$ cat src/rtl/prefetch_pkg.sv
// Shared types and default sizing for the stream prefetch table.
// The state encoding is visible on the stream_state port, so its values are fixed.
package prefetch_pkg;

    typedef enum logic [1:0] {
        ST_IDLE    = 2'd0,
        ST_TRAIN   = 2'd1,
        ST_ACTIVE  = 2'd2,
        ST_CLEANUP = 2'd3
    } stream_state_e;

    localparam int DEF_ADDR_BITS   = 16;
    localparam int DEF_TID_WIDTH   = 8;
    localparam int DEF_NUM_STREAMS = 4;
    localparam int DEF_CNT_WIDTH   = 4;

endpackage

$ cat src/rtl/prefetch_stream_entry.sv
// One stream-table entry: stride training, sequence tracking, and the
// outstanding-prefetch / promised-delivery counters of a single stream.
module prefetch_stream_entry
    import prefetch_pkg::*;
#(
    parameter int ADDR_BITS = DEF_ADDR_BITS,
    parameter int TID_WIDTH = DEF_TID_WIDTH,
    parameter int CNT_WIDTH = DEF_CNT_WIDTH
) (
    input  logic                 clk,
    input  logic                 rst,
    input  logic                 obs_valid,
    input  logic [ADDR_BITS-1:0] obs_addr,
    input  logic [TID_WIDTH-1:0] obs_id,
    input  logic                 alloc,
    input  logic                 pending,
    input  logic                 issue,
    input  logic                 done,
    input  logic                 dlv,
    input  logic [ADDR_BITS-1:0] bar,
    input  logic [ADDR_BITS-1:0] limit,
    input  logic [CNT_WIDTH-1:0] out_limit,
    output stream_state_e        state,
    output logic                 match,
    output logic                 eligible,
    output logic [ADDR_BITS-1:0] next_pf,
    output logic [TID_WIDTH-1:0] id,
    output logic                 err_event
);

    localparam logic [CNT_WIDTH-1:0] CNT_ONE = {{(CNT_WIDTH-1){1'b0}}, 1'b1};
    localparam logic [CNT_WIDTH-1:0] CNT_MAX = '1;

    stream_state_e        state_reg;
    logic [TID_WIDTH-1:0] id_reg;
    logic [ADDR_BITS-1:0] last_addr_reg;
    logic [ADDR_BITS-1:0] stride_reg;
    logic [ADDR_BITS-1:0] next_pf_reg;
    logic [CNT_WIDTH-1:0] outstanding_reg, outstanding_next;
    logic [CNT_WIDTH-1:0] promise_reg, promise_next;

    logic [ADDR_BITS-1:0] expected_addr;
    logic [ADDR_BITS-1:0] train_stride;
    logic hit, seq_hit, seq_miss, id_break;
    logic in_range, range_exit, to_cleanup, drained;
    logic out_err, prom_err;

    assign expected_addr = last_addr_reg + stride_reg;
    assign train_stride  = obs_addr - last_addr_reg;

    assign match    = (state_reg != ST_IDLE) && (id_reg == obs_id);
    assign hit      = obs_valid && match;
    assign seq_hit  = hit && (state_reg == ST_ACTIVE) && (obs_addr == expected_addr);
    assign seq_miss = hit && (state_reg == ST_ACTIVE) && (obs_addr != expected_addr);
    // Another master walking onto this stream's next address breaks the stream.
    assign id_break = obs_valid && (state_reg == ST_ACTIVE) && (id_reg != obs_id)
                      && (obs_addr == expected_addr);

    assign in_range   = (next_pf_reg >= bar) && (next_pf_reg < limit);
    // A request already presented downstream is allowed to complete first.
    assign range_exit = (state_reg == ST_ACTIVE) && !in_range && !pending;
    assign to_cleanup = seq_miss || id_break || range_exit;
    assign eligible   = (state_reg == ST_ACTIVE) && in_range && !to_cleanup
                        && (outstanding_reg < out_limit);
    assign drained    = (outstanding_reg == '0) && (promise_reg == '0) && !pending;

    always_comb begin
        outstanding_next = outstanding_reg;
        promise_next     = promise_reg;
        out_err          = 1'b0;
        prom_err         = 1'b0;
        if (issue && !done) begin
            if (outstanding_reg == CNT_MAX) out_err = 1'b1;
            else outstanding_next = outstanding_reg + CNT_ONE;
        end else if (done && !issue) begin
            if (outstanding_reg == '0) out_err = 1'b1;
            else outstanding_next = outstanding_reg - CNT_ONE;
        end
        if (seq_hit && !dlv) begin
            if (promise_reg == CNT_MAX) prom_err = 1'b1;
            else promise_next = promise_reg + CNT_ONE;
        end else if (dlv && !seq_hit) begin
            if (promise_reg == '0) prom_err = 1'b1;
            else promise_next = promise_reg - CNT_ONE;
        end
    end

    assign err_event = out_err || prom_err;

    always_ff @(posedge clk) begin
        if (rst) begin
            state_reg       <= ST_IDLE;
            id_reg          <= '0;
            last_addr_reg   <= '0;
            stride_reg      <= '0;
            next_pf_reg     <= '0;
            outstanding_reg <= '0;
            promise_reg     <= '0;
        end else begin
            outstanding_reg <= outstanding_next;
            promise_reg     <= promise_next;
            if (issue) next_pf_reg <= next_pf_reg + stride_reg;
            case (state_reg)
                ST_IDLE: begin
                    if (alloc) begin
                        state_reg     <= ST_TRAIN;
                        id_reg        <= obs_id;
                        last_addr_reg <= obs_addr;
                        stride_reg    <= '0;
                        next_pf_reg   <= '0;
                    end
                end
                ST_TRAIN: begin
                    if (hit) begin
                        last_addr_reg <= obs_addr;
                        stride_reg    <= train_stride;
                        if (train_stride != '0) begin
                            state_reg   <= ST_ACTIVE;
                            next_pf_reg <= obs_addr + train_stride;
                        end
                    end
                end
                ST_ACTIVE: begin
                    if (seq_hit) last_addr_reg <= obs_addr;
                    if (to_cleanup) state_reg <= ST_CLEANUP;
                end
                ST_CLEANUP: begin
                    if (drained) state_reg <= ST_IDLE;
                end
                default: state_reg <= ST_IDLE;
            endcase
        end
    end

    assign state   = state_reg;
    assign next_pf = next_pf_reg;
    assign id      = id_reg;

endmodule

$ cat src/rtl/prefetch_stream_table.sv
// Stream prefetch table: allocates entries from observed demand reads and
// round-robins prefetch requests from the ACTIVE entries onto one output port.
module prefetch_stream_table
    import prefetch_pkg::*;
#(
    parameter int ADDR_BITS   = DEF_ADDR_BITS,
    parameter int TID_WIDTH   = DEF_TID_WIDTH,
    parameter int NUM_STREAMS = DEF_NUM_STREAMS,
    parameter int CNT_WIDTH   = DEF_CNT_WIDTH
) (
    input  logic                           clk,
    input  logic                           rst,
    input  logic                           obs_valid,
    input  logic [ADDR_BITS-1:0]           obs_addr,
    input  logic [TID_WIDTH-1:0]           obs_id,
    output logic                           pf_valid,
    input  logic                           pf_ready,
    output logic [ADDR_BITS-1:0]           pf_addr,
    output logic [TID_WIDTH-1:0]           pf_id,
    output logic [$clog2(NUM_STREAMS)-1:0] pf_stream,
    input  logic                           done_valid,
    input  logic [$clog2(NUM_STREAMS)-1:0] done_stream,
    input  logic                           dlv_valid,
    input  logic [$clog2(NUM_STREAMS)-1:0] dlv_stream,
    input  logic [ADDR_BITS-1:0]           bar,
    input  logic [ADDR_BITS-1:0]           limit,
    input  logic [CNT_WIDTH-1:0]           out_limit,
    output logic [2*NUM_STREAMS-1:0]       stream_state,
    output logic                           err
);

    localparam int SW = $clog2(NUM_STREAMS);

    logic [NUM_STREAMS-1:0] match_vec, idle_vec, alloc_vec, elig_vec;
    logic [NUM_STREAMS-1:0] pending_vec, issue_vec, done_vec, dlv_vec, err_vec;
    logic [ADDR_BITS-1:0]   next_pf_arr [NUM_STREAMS];
    logic [TID_WIDTH-1:0]   id_arr [NUM_STREAMS];
    stream_state_e          state_arr [NUM_STREAMS];

    logic                 pf_valid_reg;
    logic [ADDR_BITS-1:0] pf_addr_reg;
    logic [TID_WIDTH-1:0] pf_id_reg;
    logic [SW-1:0]        pf_stream_reg;
    logic [SW-1:0]        ptr_reg;
    logic                 err_reg;

    logic          any_match, alloc_found, grant_found;
    logic [SW-1:0] grant_idx, cand;

    generate
        for (genvar gi = 0; gi < NUM_STREAMS; gi++) begin : g_entry
            assign pending_vec[gi] = pf_valid_reg && (pf_stream_reg == SW'(gi));
            assign issue_vec[gi]   = pending_vec[gi] && pf_ready;
            assign done_vec[gi]    = done_valid && (done_stream == SW'(gi));
            assign dlv_vec[gi]     = dlv_valid && (dlv_stream == SW'(gi));
            assign idle_vec[gi]    = (state_arr[gi] == ST_IDLE);
            assign stream_state[2*gi +: 2] = state_arr[gi];

            prefetch_stream_entry #(
                .ADDR_BITS(ADDR_BITS),
                .TID_WIDTH(TID_WIDTH),
                .CNT_WIDTH(CNT_WIDTH)
            ) u_entry (
                .clk       (clk),
                .rst       (rst),
                .obs_valid (obs_valid),
                .obs_addr  (obs_addr),
                .obs_id    (obs_id),
                .alloc     (alloc_vec[gi]),
                .pending   (pending_vec[gi]),
                .issue     (issue_vec[gi]),
                .done      (done_vec[gi]),
                .dlv       (dlv_vec[gi]),
                .bar       (bar),
                .limit     (limit),
                .out_limit (out_limit),
                .state     (state_arr[gi]),
                .match     (match_vec[gi]),
                .eligible  (elig_vec[gi]),
                .next_pf   (next_pf_arr[gi]),
                .id        (id_arr[gi]),
                .err_event (err_vec[gi])
            );
        end
    endgenerate

    // Unmatched observations claim the lowest-index IDLE entry, or are dropped.
    always_comb begin
        any_match   = |match_vec;
        alloc_vec   = '0;
        alloc_found = 1'b0;
        for (int i = 0; i < NUM_STREAMS; i++) begin
            if (!alloc_found && idle_vec[i]) begin
                alloc_vec[i] = obs_valid && !any_match;
                alloc_found  = 1'b1;
            end
        end
    end

    always_comb begin
        grant_found = 1'b0;
        grant_idx   = '0;
        cand        = '0;
        for (int k = 0; k < NUM_STREAMS; k++) begin
            cand = ptr_reg + SW'(k);
            if (!grant_found && elig_vec[cand]) begin
                grant_found = 1'b1;
                grant_idx   = cand;
            end
        end
    end

    // Arbitration only runs with the output slot empty, so every grant sees
    // the entry's counters and next_pf already updated by the previous handshake.
    always_ff @(posedge clk) begin
        if (rst) begin
            pf_valid_reg  <= 1'b0;
            pf_addr_reg   <= '0;
            pf_id_reg     <= '0;
            pf_stream_reg <= '0;
            ptr_reg       <= '0;
            err_reg       <= 1'b0;
        end else begin
            err_reg <= err_reg || (|err_vec);
            if (pf_valid_reg && pf_ready) begin
                pf_valid_reg <= 1'b0;
            end else if (!pf_valid_reg && grant_found) begin
                pf_valid_reg  <= 1'b1;
                pf_addr_reg   <= next_pf_arr[grant_idx];
                pf_id_reg     <= id_arr[grant_idx];
                pf_stream_reg <= grant_idx;
                ptr_reg       <= grant_idx + SW'(1);
            end
        end
    end

    assign pf_valid  = pf_valid_reg;
    assign pf_addr   = pf_addr_reg;
    assign pf_id     = pf_id_reg;
    assign pf_stream = pf_stream_reg;
    assign err       = err_reg;

endmodule

$ cat config.mk
export PLATFORM = sky130hd
export DESIGN_NAME = prefetch_stream_table
export DESIGN_NICKNAME = d
export VERILOG_FILES = /design/src/rtl/prefetch_pkg.sv /design/src/rtl/prefetch_stream_entry.sv /design/src/rtl/prefetch_stream_table.sv
export SDC_FILE = /design/constraint.sdc
export NUM_CORES = 1
export LEC_CHECK = 0
export ABC_CLOCK_PERIOD_IN_PS = 4250
export BUFFER_PORTS_ARGS = -buffer_cell sky130_fd_sc_hd__buf_4
export CORE_MARGIN = 2
export CORE_UTILIZATION = 58
export DETAILED_ROUTE_END_ITERATION = 12
export PLACE_DENSITY_LB_ADDON = 0.08
export SYNTH_ARGS = -nofsm -noshare
export SYNTH_HDL_FRONTEND = slang
export SYNTH_SLANG_ARGS = --single-unit
$ cat constraint.sdc
create_clock -name clk -period 4.25 [get_ports clk]
set_input_delay 0.425 -clock clk [delete_from_list [all_inputs] [get_ports clk]]
set_output_delay 0.425 -clock clk [all_outputs]
set_load 0.01 [all_outputs]
After elaboration in Yosys (flattened, before gate mapping)
Index checks and enable logic that the tools add are counted.
- bits in read-only memories: 0
- input bits: 70
- register bits: 294
- bits in latches: 0
- word-level logic and storage cells: 560
- memory bits (writable): 0
- memories kept: 0
- mux-type cells: 165
- equal/unequal tests: 85
- reduce and logical (&&, ||, !) cells: 221
- $mul: 0
- add/sub/neg operators: 36
- divide/modulo/power cells: 0
- bitwise operators: 2
- $lt $le $gt $ge: 17
- shift operators: 0
- operators with widths (cell ; count):
    16-bit 2-to-1 mux ; 38
    16-bit case mux with 2 select lines ; 8
    16-bit adder ; 12
    16-bit case mux with 3 select lines ; 4
    4-bit 2-to-1 mux ; 32
    1-bit logical AND ; 105
    16-bit equality test ; 4
    16-bit greater-or-equal comparator ; 4
    16-bit < comparator ; 4
    16-bit != test ; 4
    16-bit nonzero test ; 4
    16-bit subtractor ; 4
    2-bit 2-to-1 mux ; 24
    2-bit by 1-bit != test with 1-bit output (second input constant) ; 24
    1-bit 2-to-1 mux ; 47
    1-bit zero test ; 36
    3-bit AND reduction ; 12
    4-bit by 1-bit adder with 4-bit output (second input constant) ; 8
    16-bit binary-select mux with 2-bit select ; 1
    4-bit equality test (second input constant) ; 8
    8-bit equality test ; 4
    4-bit zero test ; 8
    2-bit != test (second input constant) ; 16
    8-bit != test ; 4
    other kinds (23) ; 111

Logic depth before layout (Yosys ltp)
- depth after elaboration: 26
- depth in mapped cells: 22
- depth with buffers taken out: 22

Hierarchy
A second synthesis with hierarchy kept.
- cell total of the unflattened synthesis: 3866
- area, all modules: 31011.0 sq um
- by module, submodules not included (module ; cells an instance ; times used ; area an instance (sq um)):
    prefetch_stream_entry (g_entry[2].u_entry) ; 929 ; 1 ; 7363.3
    prefetch_stream_entry (g_entry[1].u_entry) ; 922 ; 1 ; 7290.7
    prefetch_stream_entry (g_entry[3].u_entry) ; 907 ; 1 ; 7230.7
    prefetch_stream_entry (g_entry[0].u_entry) ; 905 ; 1 ; 7169.4
    prefetch_stream_table ; 203 ; 1 ; 1956.9

Least setup slack after synthesis
No wires, ideal clock.
- kind: input-to-reg
- start: input obs_addr[1]
- end: register g_entry[1].u_entry.next_pf_reg[13]
- required time: 4.122 ns
- setup slack: -0.051 ns
- library setup time: 0.128 ns
- arrival time: 4.174 ns
- stages: 16
- cell sequence: buf_2 inv_1 fa_1 nand2b_1 a21oi_1 nor2_1 xnor2_1 or4_1 nor3_1 nand3_1 or3_1 o41ai_4 buf_2 mux2_2 a22oi_1 nor2_1
- cells in the longest elaborated chain, start to end: 5
- RTL lines (item ; line ; RTL):
    from (decl) ; prefetch_stream_table.sv:14 ; input logic [ADDR_BITS-1:0] obs_addr,
    16-bit subtractor ; prefetch_stream_entry.sv:49 ; assign train_stride = obs_addr - last_addr_reg;
    16-bit adder or 16-bit nonzero test (tied branches) ; prefetch_stream_entry.sv:119, prefetch_stream_entry.sv:117 ;
    16-bit 2-to-1 mux (*) ; prefetch_stream_entry.sv:117 ; if (train_stride != '0) begin
    16-bit 2-to-1 mux (*) ; prefetch_stream_entry.sv:114 ; if (hit) begin
    16-bit case mux with 2 select lines (*) ; prefetch_stream_entry.sv:103 ; case (state_reg)
    to (signal assigned) ; prefetch_stream_entry.sv:102 ; if (issue) next_pf_reg <= next_pf_reg + stride_reg;
    to (signal assigned) ; prefetch_stream_entry.sv:119 ; next_pf_reg <= obs_addr + train_stride;
    to (decl) ; prefetch_stream_entry.sv:38 ; logic [ADDR_BITS-1:0] next_pf_reg;
Every way passes the cells marked *; elsewhere a longest branch is shown, timed or not.
A chain may end at the register's enable or synchronous reset.

Worst setup path in the final report
- start: register g_entry[0].u_entry.last_addr_reg[1]
- end: register pf_addr_reg[4] (netlist: pf_addr[4])
- cells in the longest elaborated chain, start to end: 24
- RTL lines (item ; line ; RTL):
    from (decl) ; prefetch_stream_entry.sv:36 ; logic [ADDR_BITS-1:0] last_addr_reg;
    from (signal assigned) ; prefetch_stream_entry.sv:108 ; last_addr_reg <= obs_addr;
    from (signal assigned) ; prefetch_stream_entry.sv:115 ; last_addr_reg <= obs_addr;
    from (signal assigned) ; prefetch_stream_entry.sv:124 ; if (seq_hit) last_addr_reg <= obs_addr;
    16-bit adder (*) ; prefetch_stream_entry.sv:48 ; assign expected_addr = last_addr_reg + stride_reg;
    16-bit != test or 16-bit equality test (tied branches) ; prefetch_stream_entry.sv:54, prefetch_stream_entry.sv:57 ;
    1-bit logical AND (on tied branches) ; prefetch_stream_entry.sv:54, prefetch_stream_entry.sv:57 ;
    1-bit logical OR (*) (2 in a row) ; prefetch_stream_entry.sv:62 ; assign to_cleanup = seq_miss || id_break || range_exit;
    1-bit zero test (*) ; prefetch_stream_entry.sv:63 ; assign eligible = (state_reg == ST_ACTIVE) && in_range && !to_cleanup
    1-bit logical AND (*) ; prefetch_stream_entry.sv:63 ;
    1-bit logical AND (*) ; prefetch_stream_entry.sv:64 ; && (outstanding_reg < out_limit);
    1-bit binary-select mux with 2-bit select ; prefetch_stream_table.sv:106 ; if (!grant_found && elig_vec[cand]) begin
    [6 not listed] ; - ;
    1-bit logical AND ; prefetch_stream_table.sv:106 ;
    1-bit 2-to-1 mux ; prefetch_stream_table.sv:106 ;
    1-bit zero test ; prefetch_stream_table.sv:106 ;
    1-bit logical AND ; prefetch_stream_table.sv:106 ;
    2-bit 2-to-1 mux ; prefetch_stream_table.sv:106 ;
    2-bit NOT with 3-bit output (not written as such) ; prefetch_stream_table.sv:129 ; pf_addr_reg <= next_pf_arr[grant_idx];
    16-bit binary-select mux with 2-bit select ; prefetch_stream_table.sv:129 ;
    16-bit 2-to-1 mux (not written as such) (2 in a row) ; prefetch_stream_table.sv:129 ;
    to (signal assigned) ; prefetch_stream_table.sv:129 ;
    to (decl) ; prefetch_stream_table.sv:41 ; logic [ADDR_BITS-1:0] pf_addr_reg;
Every way passes the cells marked *; elsewhere a longest branch is shown, timed or not. The select of a mux whose other input is x is not followed.

==> reports/qor_table.md <==
| Result | Reported | Unit |
|:---|:---|:---|
| Root buffer cell | sky130_fd_sc_hd__clkbuf_16 | - |
| Skew final | 0.0336 | ns |
| Type of the worst min-delay path | in -> reg | - |
| Yosys warnings | 0 | - |
| Global route total overflow | 0 | - |
| Number of sinks driven by the clock tree | 294 | - |
| Worst min-delay path endpoint | g_entry[1].u_entry.id[2]$_SDFFE_PP0P_ | - |
| Antenna violations before repair | 2 | - |
| Outcome | complete, but fails checks | - |
| Worst slew pin tran | 1.08 | ns |
| Worst endpoint data arrival time | 4.99 | ns |
| Clock buffer count from CTS | 38 | - |
| TritonRoute pass-1 iters | 5 | - |
| Number of vias after detailed routing | 31.8k | - |
| Met2 capacity usage during global routing | 64.5 | % |
| Hold Crit Start | obs_id[2] | - |
| Number of max-slew violations in the final report | 0 | - |
| Reported leakage power | 18.2 | nW |
| Area share of xor/xnor cells in the synthesized design | 8.37 | % |
| Layout fillers | 3598 | - |
| Critical setup path kind | reg -> reg | - |
| Most common cell on crit path | sky130_fd_sc_hd__buf_4 | - |
| Ratio of routed vias to standard cells | 6.34 | - |
| Unrepaired setup endpoints after global routing | yes | - |
| Number of buffer cells added on primary ports | 105 | - |
| Die Area | 52900 | sq um |
| Worst R2R Start | g_entry[0].u_entry.last_addr_reg[1]$_SDFFE_PP0P_ | - |
| Proportion of synthesized flip-flops having asynchronous set or reset | 0 | % |
| First-pass GRT wire length | 170000 | um |
| Post-Place Cell Area | 35100 | sq um |
| Register-to-register setup slack | -0.27 | ns |
| Peak clock frequency supported by timing | 221 | MHz |
| Net total in the final layout | 4835 | - |
| Power density cells | 417 | nW/um^2 |
| Core Util, Final | 76.5 | % |
| Met3 usage | 8.35 | % |
| Seq cells post-synth | 294 | - |
| Setup WS post-layout | -0.272 | ns |
| Net count after synthesis | 4200 | - |
| Required time of the worst setup path | 4.72 | ns |
| Number of diodes | 0 | - |
| Met1 track utilization from global routing | 52.2 | % |
| Level count of the clock H-tree | 2 | - |
| HPWL after detailed placement | 87800 | um |
| Final critical delay including setup and external delays | 4.52 | ns |
| Starting Density | 59.0 | % |
| First element of the critical path | g_entry[0].u_entry.last_addr_reg[1]$_SDFFE_PP0P_ | - |
| Clock transition at the registers of the reported paths | 0.06 | ns |
| DRC violation count after routing | 0 | - |
| Routed wire length per instance | 22.7 | um |
| Pin count of the biggest net entering global routing | 120 | - |
| Max-capacitance violation count | 0 | - |
| Clock insertion delay at the later pin of the skew report | 0.59 | ns |
| Compound-gate portion of the synthesized area | 21.5 | % |
| Normalized max-slew margin | 28.0 | % |
| Kind of cell adding the most delay to the critical path | buffers and inverters | - |
| R2r worst-path depth | 21 | - |
| Count of final setup violators | 44 | - |
| Antenna Violating Nets Remaining | 0 | - |
| Critical path endpoint category | register | - |
| Fraction of the mapped netlist area in simple logic gates | 18.5 | % |
| Slowest cell delay on critical path | 0.36 | ns |
| Crit path buffers/inverters | 8 | - |
| Vias in the first global route | 30.5k | - |
| Initial DRC count | 3019 | - |
| Post-route cell area | 38500 | sq um |
| Adder and majority gate portion of the synthesized area | 19.5 | % |
| Worst reg2reg endpoint | pf_addr[4]$_SDFFE_PP0P_ | - |
| Worst slack on hold paths | 0.165 | ns |
| Post-Route WL | 114000 | um |
| Worst hold stages | 3 | - |
| Mux contribution to synthesized area | 7.08 | % |
| Max Fanout on Critical Path | 8 | - |
| Die H | 230 | um |
| Average instance area after synthesis | 8.05 | sq um |
| Maximum clock path buffer count | 3 | - |
| Setup TNS | -6.78 | ns |
| Width of the chip | 230 | um |
| EDFF count, synth | 0 | - |
| Share of cells above drive strength 1 | 25.4 | % |
| # hold bufs at CTS | 0 | - |
| GR peak layer | met2 | - |
| Most used flip-flop cell after synthesis | sky130_fd_sc_hd__dfxtp_1 | - |
| Fin. Hold Viols | 0 | - |
| Number of primary I/O pins | 106 | - |
| Cell Chain, Critical Path | buf_4, ha_1, a211oi_1, buf_4, buf_4, o21ai_0, nand4_1, o21ai_0, a2111oi_4, nand4_1, buf_4, mux2i_1, buf_4, nor4b_2, buf_4, nand3_1, nand4_1, buf_6, buf_12, mux2i_4, o221ai_2 | - |
| Peak supply drop | 0.000356 | V |
| Final GP Congestion | 1.02 | - |
| Period utilisation layout | 106 | % |
| Largest family of logic cells by synthesized area | compound AO/OA/AOI/OAI gates | - |
| Violations in the final reports | setup timing | - |
| Post-synthesis to final-layout area growth | 29.8 | % |
| Area of the mapped netlist | 29600 | sq um |
| Startpoint type of the worst setup path | register | - |
| Register area share after synthesis | 19.9 | % |
| Row Count | 82 | - |
| Synthesized netlist cell count | 3682 | - |
| Number of distinct library cells after synthesis | 108 | - |
| Core Box Area | 50300 | sq um |
| Cell type of the slowest stage on the worst timing path | sky130_fd_sc_hd__a2111oi_4 | - |
| Overall fraction of global-route tracks in use | 40.8 | % |
| Clock tree from TritonCTS | done | - |
==> metal layers <==
metal,share of wire [%],routed length (um),vias to the layer above
li1,-,-,14589
met2,44,50000,1687
met1,40,45400,15152
met5,0.020,23,-
met4,6.1,6940,4
met3,10,11700,361
==> cell usage in the layout (no fill, tap or decap), types with 30 or more instances in the layout <==
cell type                   instances
sky130_fd_sc_hd__or3_1             30
sky130_fd_sc_hd__dfxtp_1          284
sky130_fd_sc_hd__nor3_1            84
sky130_fd_sc_hd__nor2_1           431
sky130_fd_sc_hd__nand3_1           73
sky130_fd_sc_hd__ha_1             403
sky130_fd_sc_hd__xnor2_1          153
sky130_fd_sc_hd__a21o_1           110
sky130_fd_sc_hd__mux2i_1          153
sky130_fd_sc_hd__o21ai_0          131
sky130_fd_sc_hd__nand2b_1          44
sky130_fd_sc_hd__a22oi_1           62
sky130_fd_sc_hd__nand2_1          199
sky130_fd_sc_hd__clkbuf_16         41
sky130_fd_sc_hd__and3_1            42
sky130_fd_sc_hd__nand4_1           42
sky130_fd_sc_hd__o21ai_1           30
sky130_fd_sc_hd__inv_1            230
sky130_fd_sc_hd__buf_4            680
sky130_fd_sc_hd__o21a_1            39
sky130_fd_sc_hd__xor2_1           110
sky130_fd_sc_hd__a21oi_1          233
==> worst register-to-register path, stage by stage (launching register included) <==
cell and delay, ns:
sky130_fd_sc_hd__dfxtp_1 0.33, sky130_fd_sc_hd__buf_4 0.14, sky130_fd_sc_hd__ha_1 0.27, sky130_fd_sc_hd__a211oi_1 0.30
sky130_fd_sc_hd__buf_4 0.19, sky130_fd_sc_hd__buf_4 0.10, sky130_fd_sc_hd__o21ai_0 0.11, sky130_fd_sc_hd__nand4_1 0.18
sky130_fd_sc_hd__o21ai_0 0.15, sky130_fd_sc_hd__a2111oi_4 0.36, sky130_fd_sc_hd__nand4_1 0.19, sky130_fd_sc_hd__buf_4 0.20
sky130_fd_sc_hd__mux2i_1 0.14, sky130_fd_sc_hd__buf_4 0.17, sky130_fd_sc_hd__nor4b_2 0.24, sky130_fd_sc_hd__buf_4 0.20
sky130_fd_sc_hd__nand3_1 0.14, sky130_fd_sc_hd__nand4_1 0.20, sky130_fd_sc_hd__buf_6 0.21, sky130_fd_sc_hd__buf_12 0.20
sky130_fd_sc_hd__mux2i_4 0.28, sky130_fd_sc_hd__o221ai_2 0.11
==> cell type report <==
type	instances	area [sq um]	share of cell area, %
inverter	245	938	2.44
timing repair buffer	724	5820	15.1
clock inverter	15	231	0.602
tap	672	841	2.19
sequential	294	5900	15.3
multi-input combinational	3014	23700	61.5
clock buffer	51	1080	2.81
==> report_power, final <==
| group | switching (mW) | internal [mW] |
|---|---|---|
| logic | 4.98 | 4.33 |
| clock network | 1.43 | 2.04 |
| registers | 0.230 | 3.03 |
==> cell families after synthesis <==
group,after synthesis
compound gates,944
xor+xnor,280
fa+ha+maj,448
buf+inv,375
flops,294
mux,207
simple gates,1134
==> cell usage after synthesis, drive strengths merged, types with 12 or more instances <==
| cell | instances | area share (%) |
|---|---|---|
| or4 | 15 | 0.39 |
| xor2 | 113 | 3.3 |
| dfxtp | 294 | 20 |
| or3 | 35 | 0.76 |
| mux2i | 185 | 6.2 |
| nor3 | 86 | 1.5 |
| nand3b | 12 | 0.30 |
| nand2 | 200 | 2.5 |
| a2111oi | 14 | 0.43 |
| nand2b | 49 | 1.0 |
| nand4 | 43 | 0.93 |
| a22oi | 68 | 1.7 |
| nor2 | 441 | 5.6 |
| o21a | 39 | 0.99 |
| o22ai | 17 | 0.36 |
| nor4 | 24 | 0.58 |
| fa | 24 | 1.6 |
| nor2b | 31 | 0.65 |
| o211ai | 17 | 0.45 |
| buf | 49 | 1.1 |
| inv | 245 | 3.1 |
| o21bai | 22 | 0.57 |
| mux2 | 22 | 0.84 |
| a211oi | 25 | 0.65 |
| and3 | 42 | 0.89 |
| a21oi | 265 | 4.5 |
| o31ai | 14 | 0.35 |
| clkbuf | 81 | 1.0 |
| and2 | 23 | 0.49 |
| or2 | 19 | 0.40 |
| nand3 | 74 | 1.2 |
| o21ai | 172 | 2.9 |
| xnor2 | 165 | 4.9 |
| a21boi | 22 | 0.56 |
| a221oi | 14 | 0.41 |
| a21o | 110 | 2.8 |
| ha | 424 | 18 |
| a31oi | 27 | 0.57 |
| o221ai | 28 | 1.3 |
==> how the worst max path moves through the flow <==
stage	endpoint	slack [ns]	cells past startpoint
after global routing	pf_addr[4]$_SDFFE_PP0P_	-0.43	19
after floorplan	g_entry[0].u_entry.next_pf[14]$_SDFF_PP0_	-0.02	16
after detailed placement	pf_id[4]$_SDFFE_PP0P_	-0.58	17
final	pf_addr[4]$_SDFFE_PP0P_	-0.27	21
after global placement	g_entry[1].u_entry.promise_reg[3]$_SDFFE_PP0P_	-0.52	22
after CTS	pf_addr[6]$_SDFFE_PP0P_	-0.11	19
==> through the flow <==
stage	setup slack [ns]	power, mW	std cells
after CTS	-0.108	15.3	4983
after global routing	-0.427	16.9	5015
after global placement	-0.516	11.5	4903
after detailed placement	-0.583	11.7	4903
after floorplan	-0.0198	8.34	3682
final	-0.272	16.0	5015
==> what timing repair did <==
item / in CTS / in global routing
gates resized for setup: 150 / 218
pin swaps: 53 / 109
setup endpoints to repair: 58 / 107
buffers inserted: 12 / 30
gates cloned: 2 / 4
Power figures use the tool's default switching activity.
